--- config.mk ---
export PLATFORM = sky130hd
export DESIGN_NAME = mem_access_stage
export DESIGN_NICKNAME = d
export VERILOG_FILES = /design/src/rtl/mem_access_stage.sv
export SDC_FILE = /design/constraint.sdc
export NUM_CORES = 1
export LEC_CHECK = 0
export ABC_AREA = 1
export BUFFER_PORTS_ARGS = -buffer_cell sky130_fd_sc_hd__buf_2
export CORE_AREA = 2 2 108 110
export DETAILED_ROUTE_END_ITERATION = 6
export DIE_AREA = 0 0 110 112
export SYNTH_ARGS = -nofsm -noshare
export SYNTH_HDL_FRONTEND = slang
export SYNTH_SLANG_ARGS = --single-unit
--- constraint.sdc ---
create_clock -name clk -period 2.2 [get_ports clk]
set_clock_uncertainty 0.2 [all_clocks]
set_input_delay 0.22 -clock clk [delete_from_list [all_inputs] [get_ports clk]]
set_output_delay 0.22 -clock clk [all_outputs]
set_load 0.03 [all_outputs]
--- src/rtl/mem_access_stage.sv ---
// Memory-access pipeline stage: load/store handshake with a multi-cycle data memory.
// Optional request timeout enabled by defining MEM_TIMEOUT_EN.
module mem_access_stage #(
  parameter int unsigned ADDR_W  = 12,
  parameter logic [4:0]  LW_OP   = 5'b01000,
  parameter logic [4:0]  SW_OP   = 5'b00111,
  parameter int unsigned TIMEOUT = 16
) (
  input  logic              clk,
  input  logic              reset,
  input  logic [31:0]       instr_in,
  input  logic [31:0]       o_in,
  input  logic [31:0]       b_in,
  input  logic              valid_in,
  input  logic              exception_in,
  output logic [31:0]       instr_out,
  output logic [31:0]       o_out,
  output logic [31:0]       d_out,
  output logic              valid_out,
  output logic              exception_out,
  output logic              stall,
  output logic              mem_req,
  output logic              mem_we,
  output logic [ADDR_W-1:0] mem_addr,
  output logic [31:0]       mem_wdata,
  input  logic [31:0]       mem_rdata,
  input  logic              mem_ack
);

  typedef enum logic [1:0] {StIdle, StWait, StDone} state_e;

  if (TIMEOUT == 0) begin : g_bad_timeout
    $error("TIMEOUT must be nonzero");
  end

  state_e      state_q, state_d;
  logic [31:0] ld_data_q, ld_data_d;
  logic        is_store_q, is_store_d;
  logic        req;
  logic        timed_out;

  logic [4:0] opcode;
  logic       is_store;
  logic       is_mem;

  assign opcode   = instr_in[31:27];
  assign is_store = (opcode == SW_OP);
  assign is_mem   = valid_in && !exception_in && ((opcode == LW_OP) || is_store);

`ifdef MEM_TIMEOUT_EN
  localparam int unsigned CntRaw = $clog2(TIMEOUT + 1);
  localparam int unsigned CntW   = (CntRaw > 5) ? CntRaw : 5;

  logic [CntW-1:0] cnt_q, cnt_d;
  logic            timeout_q, timeout_d;

  assign timed_out = timeout_q;
`else
  assign timed_out = 1'b0;
`endif

  always_comb begin
    state_d    = state_q;
    ld_data_d  = ld_data_q;
    is_store_d = is_store_q;
    req        = 1'b0;
`ifdef MEM_TIMEOUT_EN
    cnt_d      = cnt_q;
    timeout_d  = 1'b0;
`endif
    unique case (state_q)
      StIdle, StWait: begin
        // In StWait the inputs are frozen by the stall, so no re-decode is needed.
        if ((state_q == StWait) || is_mem) begin
          req = 1'b1;
          if (state_q == StIdle) begin
            is_store_d = is_store;
          end
          if (mem_ack) begin
            state_d   = StDone;
            ld_data_d = mem_rdata;
`ifdef MEM_TIMEOUT_EN
            cnt_d     = '0;
`endif
          end else begin
            state_d = StWait;
`ifdef MEM_TIMEOUT_EN
            cnt_d = cnt_q + 1'b1;
            if (cnt_q == CntW'(TIMEOUT - 1)) begin
              state_d   = StDone;
              timeout_d = 1'b1;
              cnt_d     = '0;
            end
`endif
          end
        end
      end
      StDone:  state_d = StIdle;
      default: state_d = StIdle;
    endcase
  end

  always_ff @(posedge clk or negedge reset) begin
    if (!reset) begin
      state_q    <= StIdle;
      ld_data_q  <= '0;
      is_store_q <= 1'b0;
`ifdef MEM_TIMEOUT_EN
      cnt_q      <= '0;
      timeout_q  <= 1'b0;
`endif
    end else begin
      state_q    <= state_d;
      ld_data_q  <= ld_data_d;
      is_store_q <= is_store_d;
`ifdef MEM_TIMEOUT_EN
      cnt_q      <= cnt_d;
      timeout_q  <= timeout_d;
`endif
    end
  end

  // Gating with reset drops the request asynchronously even though inputs still hold a mem op.
  assign mem_req   = reset && req;
  assign stall     = mem_req;
  assign mem_we    = is_store;
  assign mem_addr  = o_in[ADDR_W-1:0];
  assign mem_wdata = b_in;

  assign instr_out     = instr_in;
  assign o_out         = o_in;
  assign exception_out = exception_in || ((state_q == StDone) && timed_out);
  assign valid_out     = (state_q == StDone) ? 1'b1 : (valid_in && !stall);
  assign d_out         = ((state_q == StDone) && !is_store_q && !timed_out) ? ld_data_q : '0;

endmodule

# ---- Yosys cells after proc, flatten, opt, wreduce, memory -nomap -nowiden
# Index checks and enable logic that the tools add are counted.
dict set report op_classes {
  shift 0
  n_div 0
  n_eq_ne 5
  magnitude_cmp 0
  add_sub_neg 0
  mul 0
  n_reduce_logical 14
  bitwise_logic 0
  muxes 7
}
# op n
set ops {}
lappend ops {{32-bit 2-to-1 mux} 1}
lappend ops {{2-bit 2-to-1 mux} 3}
lappend ops {{3-bit AND reduction} 2}
lappend ops {{5-bit by 3-bit equality test with 1-bit output, second input constant} 1}
lappend ops {{5-bit by 4-bit equality test with 1-bit output, second input constant} 1}
lappend ops {{1-bit logical AND} 5}
lappend ops {{1-bit logical NOT} 3}
lappend ops {{1-bit 2-to-1 mux} 3}
lappend ops {{2-bit by 1-bit equality test with 1-bit output, second input constant} 1}
lappend ops {{2-bit equality test, second input constant} 1}
lappend ops {{2-bit logical NOT} 1}
lappend ops {{1-bit logical OR} 2}
lappend ops {{2-bit inequality test, second input constant} 1}
lappend ops {{2-bit OR reduction} 1}
dict set report word_totals {
  rom_bits 0
  output_inout_bits 145
  latch_bits 0
  mem_bits_rw 0
  in_bits 133
  elab_cells 29
  regBits 35
  n_memories 0
}

# ---- Logic depth before layout (Yosys ltp)
dict set report logic_depth {
  ltp_word 10
  ltp_mapped 10
  ltp_nobuf 9
}

# ---- Worst setup path after synthesis
# No wires, ideal clock.
dict set report synth_timing {
  path_type {register to output}
  startpoint {reg state_q[0]}
  endpoint {out d_out[0]}
  t_arrival_ns 1.393
  t_required_ns 1.780
  slack_ns 0.387
  path_stages_with_launch 7
  n_path_buf 2
  path_cell_list {dfrtp_1 > inv_2 > nand2_1 > or2_1 > clkbuf_1 > buf_2 > nor2_1}
}
dict set report synth_via {
  elab_chain_cells 3
}
# item line_no
set synth_lines {}
lappend synth_lines {{start: declaration} 36} ;# state_e state_q, state_d;
lappend synth_lines {{start signal: assignment} 105} ;# state_q <= StIdle;
lappend synth_lines {{start signal: assignment} 113} ;# state_q <= state_d;
lappend synth_lines {{2-bit equality test} 134} ;# assign d_out = ((state_q == StDone) && !is_store_q && !timed_out) ? ld_data_q : '0;
lappend synth_lines {{1-bit logical AND} 134}
lappend synth_lines {{32-bit 2-to-1 mux} 134}
lappend synth_lines {{end: declaration} 18} ;# output logic [31:0] d_out,
# No other way between the ends.

# ---- Worst setup path after layout
dict set report layout_timing {
  startpoint {reg state_q[0]}
  endpoint {out d_out[3]}
}
# Same word-level chain as after synthesis.

==> out/results.ini <==
[floorplanning]
pin_count = 278
die_w_um = 110
rows = 39
initial_core_util_pct = 23.19
die-height_um = 112
core-area_mm2 = 0.01117
die_area_mm2 = 0.01232

[drt]
drt-pass1-iter-count = 4
vias = 1977
antenna_left = 0
vias_per_cell = 3.938
routed_wl_mm = 6.375
routedWlPerCell_um = 12.70
drtIter0Drc = 57
drc_errors = 0

[synth]
avgSynthCellArea_um2 = 7.361
yosysTopAreaCell = dfrtp_1
ys_types = 17
syn-num-nets = 485
synthAdderAreaFrac_pct = 0
synth_top_area_share_pct = 33.80
synth_top_family_by_area = buffers and inverters
synth-compound-area-share_pct = 0.1931
yosysSeqAreaShare_pct = 33.80
yosysWarnings = 0
synth.area.top_cells = dfrtp_1 (34%), buf_4 (33%), nand2_1 (11%), nand3_1 (6.6%), inv_1 (5.8%)
ys_seq_elements = 35
synth-xor-area-share_pct = 0
yosys-mux-area-fraction_pct = 0
syn_inst = 352
synth.cell_area_mm2 = 0.002591
yosys.area_share.simple_pct = 24.87

[power_and_ir_drop]
pwr-share-seq_pct = 44.5
switching_share_pct = 29.83
p_clk_share_pct = 33.7
p_leak_nw = 1.624
ir_drop_v = 0.0003049
power.total_mw = 2.217
power_density_mw_per_mm2 = 790.2
power_switching_mw = 0.6611
internal-power_mw = 1.556
pwr-share-comb_pct = 21.8

[critical_path]
cp_top_family = buffers and inverters
path_buf_inv = 3
path_max_fanout = 19
cp-end-kind = primary output
path_cells = inv_2 -> nand2_1 -> or2_1 -> buf_4 -> nor2_1 -> buf_2
crit_required_ns = 1.78
r2r-start = state_q[1]
cp-startpoint = state_q[0]
crit_path_max_incr_delay_ns = 0.39
cp-start-kind = flop
crit_slowest_cell = dfrtp_1
path_class = reg2out
crit_arrival_ns = 1.60

[clock_network]
cts_tree = yes
cts_buffers = 5
clk_pin_slew_ns = 0.06
cts_root_buffer = clkbuf_16
htreeDepth = 2
cts_buffer_depth = 2
clock_latency_ns = 0.27
clock_sinks = 35

[sta]
fmax_ghz = 0.4939
fin_tns_setup_ns = 0
setup-violations-final = 0
rsz0062_at_grt = false
relSlewSlack_pct = 69.06
finalHoldViolCount = 0
fin_crit_ns = 2.025
finalMaxSlewViolations = 0
fin_crit_sh_pct = 92.03
worst_slew_pin_slew_ns = 0.4641

[placement]
dpl-instance-area_mm2 = 0.002318
place_congestion = 0.6517
dp_hpwl_mm = 4.434
portBuffers = 83

[global_routing]
grt.total_usage_pct = 10.35
grt_max_degree = 36
grt-ovfl-total = 0
grt_first_pass_wirelength_mm = 9.936
antenna_found_initial = 0
grt_pass1_vias = 2012

[cells_and_area]
drive_above_1_share_pct = 28.13
fin_util_pct = 25.10
register_area_um2 = 875.8
antennaDiodeCount = 0
final_cell_mix = buf_2 (83), nand2_1 (74), inv_1 (40), nor2_1 (38), dfrtp_1 (35)
area_growth_pct = 8.257
fillers = 1207
mostFrequentLayoutCell = buf_2
fin_nets = 491
final_cell_area_mm2 = 0.002805
multi_input_area_um2 = 649.4

[min_path]
hold_path_class = in2reg
min-delay-start = mem_rdata[16]

[status]
outcome = finished clean

[run]
cap_violations = 0

[path summary, 6_finish.rpt]
path	to	slack (ns)	cells after the start
max	d_out[3]	0.18	6
min	ld_data_q[16]	0.02	3
max reg2reg	ld_data_q[18]	0.57	5
min reg2reg	ld_data_q[4]	0.27	2
max in group asynchronous	ld_data_q[26]	1.12	3
min in group asynchronous	state_q[1]	0.35	3
[worst register-to-register path, cell delays in order, from the launching register on]
cell and delay (ns):
dfrtp_1 0.40, inv_1 0.17, nand3_4 0.23, nand2_4 0.38, nand2_1 0.11, nand2_1 0.08
[kinds of logic after synthesis]
kind of cell,after synthesis
DFF,35
buffers and inverters,164
and+or+nand+nor,152
AOI/OAI and AO/OA,1
[power groups by stage]
stage               Sequential [mW]  Clock (mW)  Combinational (mW)
detailed placement            0.992           0               0.446
finish                        0.986       0.747               0.483
global placement              0.988           0               0.430
global route                   1.01       0.806               0.571
floorplan                     0.965           0               0.684
CTS                           0.986       0.782               0.489
[state kept, by name, indices dropped and copies added, names as in the netlist]
| name | flops |
|---|---|
| is_store_q | 1 |
| ld_data_q | 32 |
| state_q | 2 |
[cell usage after synthesis]
library cell,instances
buf_4,113
nand2_1,74
inv_1,40
nor2_1,38
dfrtp_1,35
nand3_1,34
clkbuf_1,4
buf_2,3
buf_6,3
inv_2,1
nand2_2,1
nand2_4,1
nand3_4,1
nand4_1,1
nor2_2,1
o21ai_0,1
or2_1,1
[per-layer routing]
| layer | global-route usage, % | wire, um | vias to the layer above |
|---|---|---|---|
| met4 | 6.582 | 333 | 0 |
| met5 | 0 | 0 | - |
| met3 | 3.454 | 688 | 40 |
| li1 | - | - | 946 |
| met2 | 16.93 | 2902 | 128 |
| met1 | 11.30 | 2450 | 863 |
[per-stage QoR]
stage	setup WS [ns]	hold WS, ns	cells
3_3_place_gp	0.4371	0.1454	461
2_1_floorplan	0.3866	-0.2756	352
3_5_place_dp	0.3827	0.1377	461
4_1_cts	0.1733	0.01158	502
6_report	0.1754	0.02046	502
5_1_grt	0.07359	0.02689	502
[repair_timing]
item	4_1_cts	5_1_grt
hold endpoints to repair	67	0
hold buffers	33	0
buffers inserted	0	0
gates resized for setup	0	0
[area by class of cell]
cell class                 instances  share of cell area, %
timing repair buffer             122                  28.19
multi-input combinational        153                  23.15
inverter                          41                  5.486
sequential                        35                  31.22
tap                              143                  6.378
clock buffer                       8                  5.575
No activity file was read; power rests on OpenSTA's default activity.
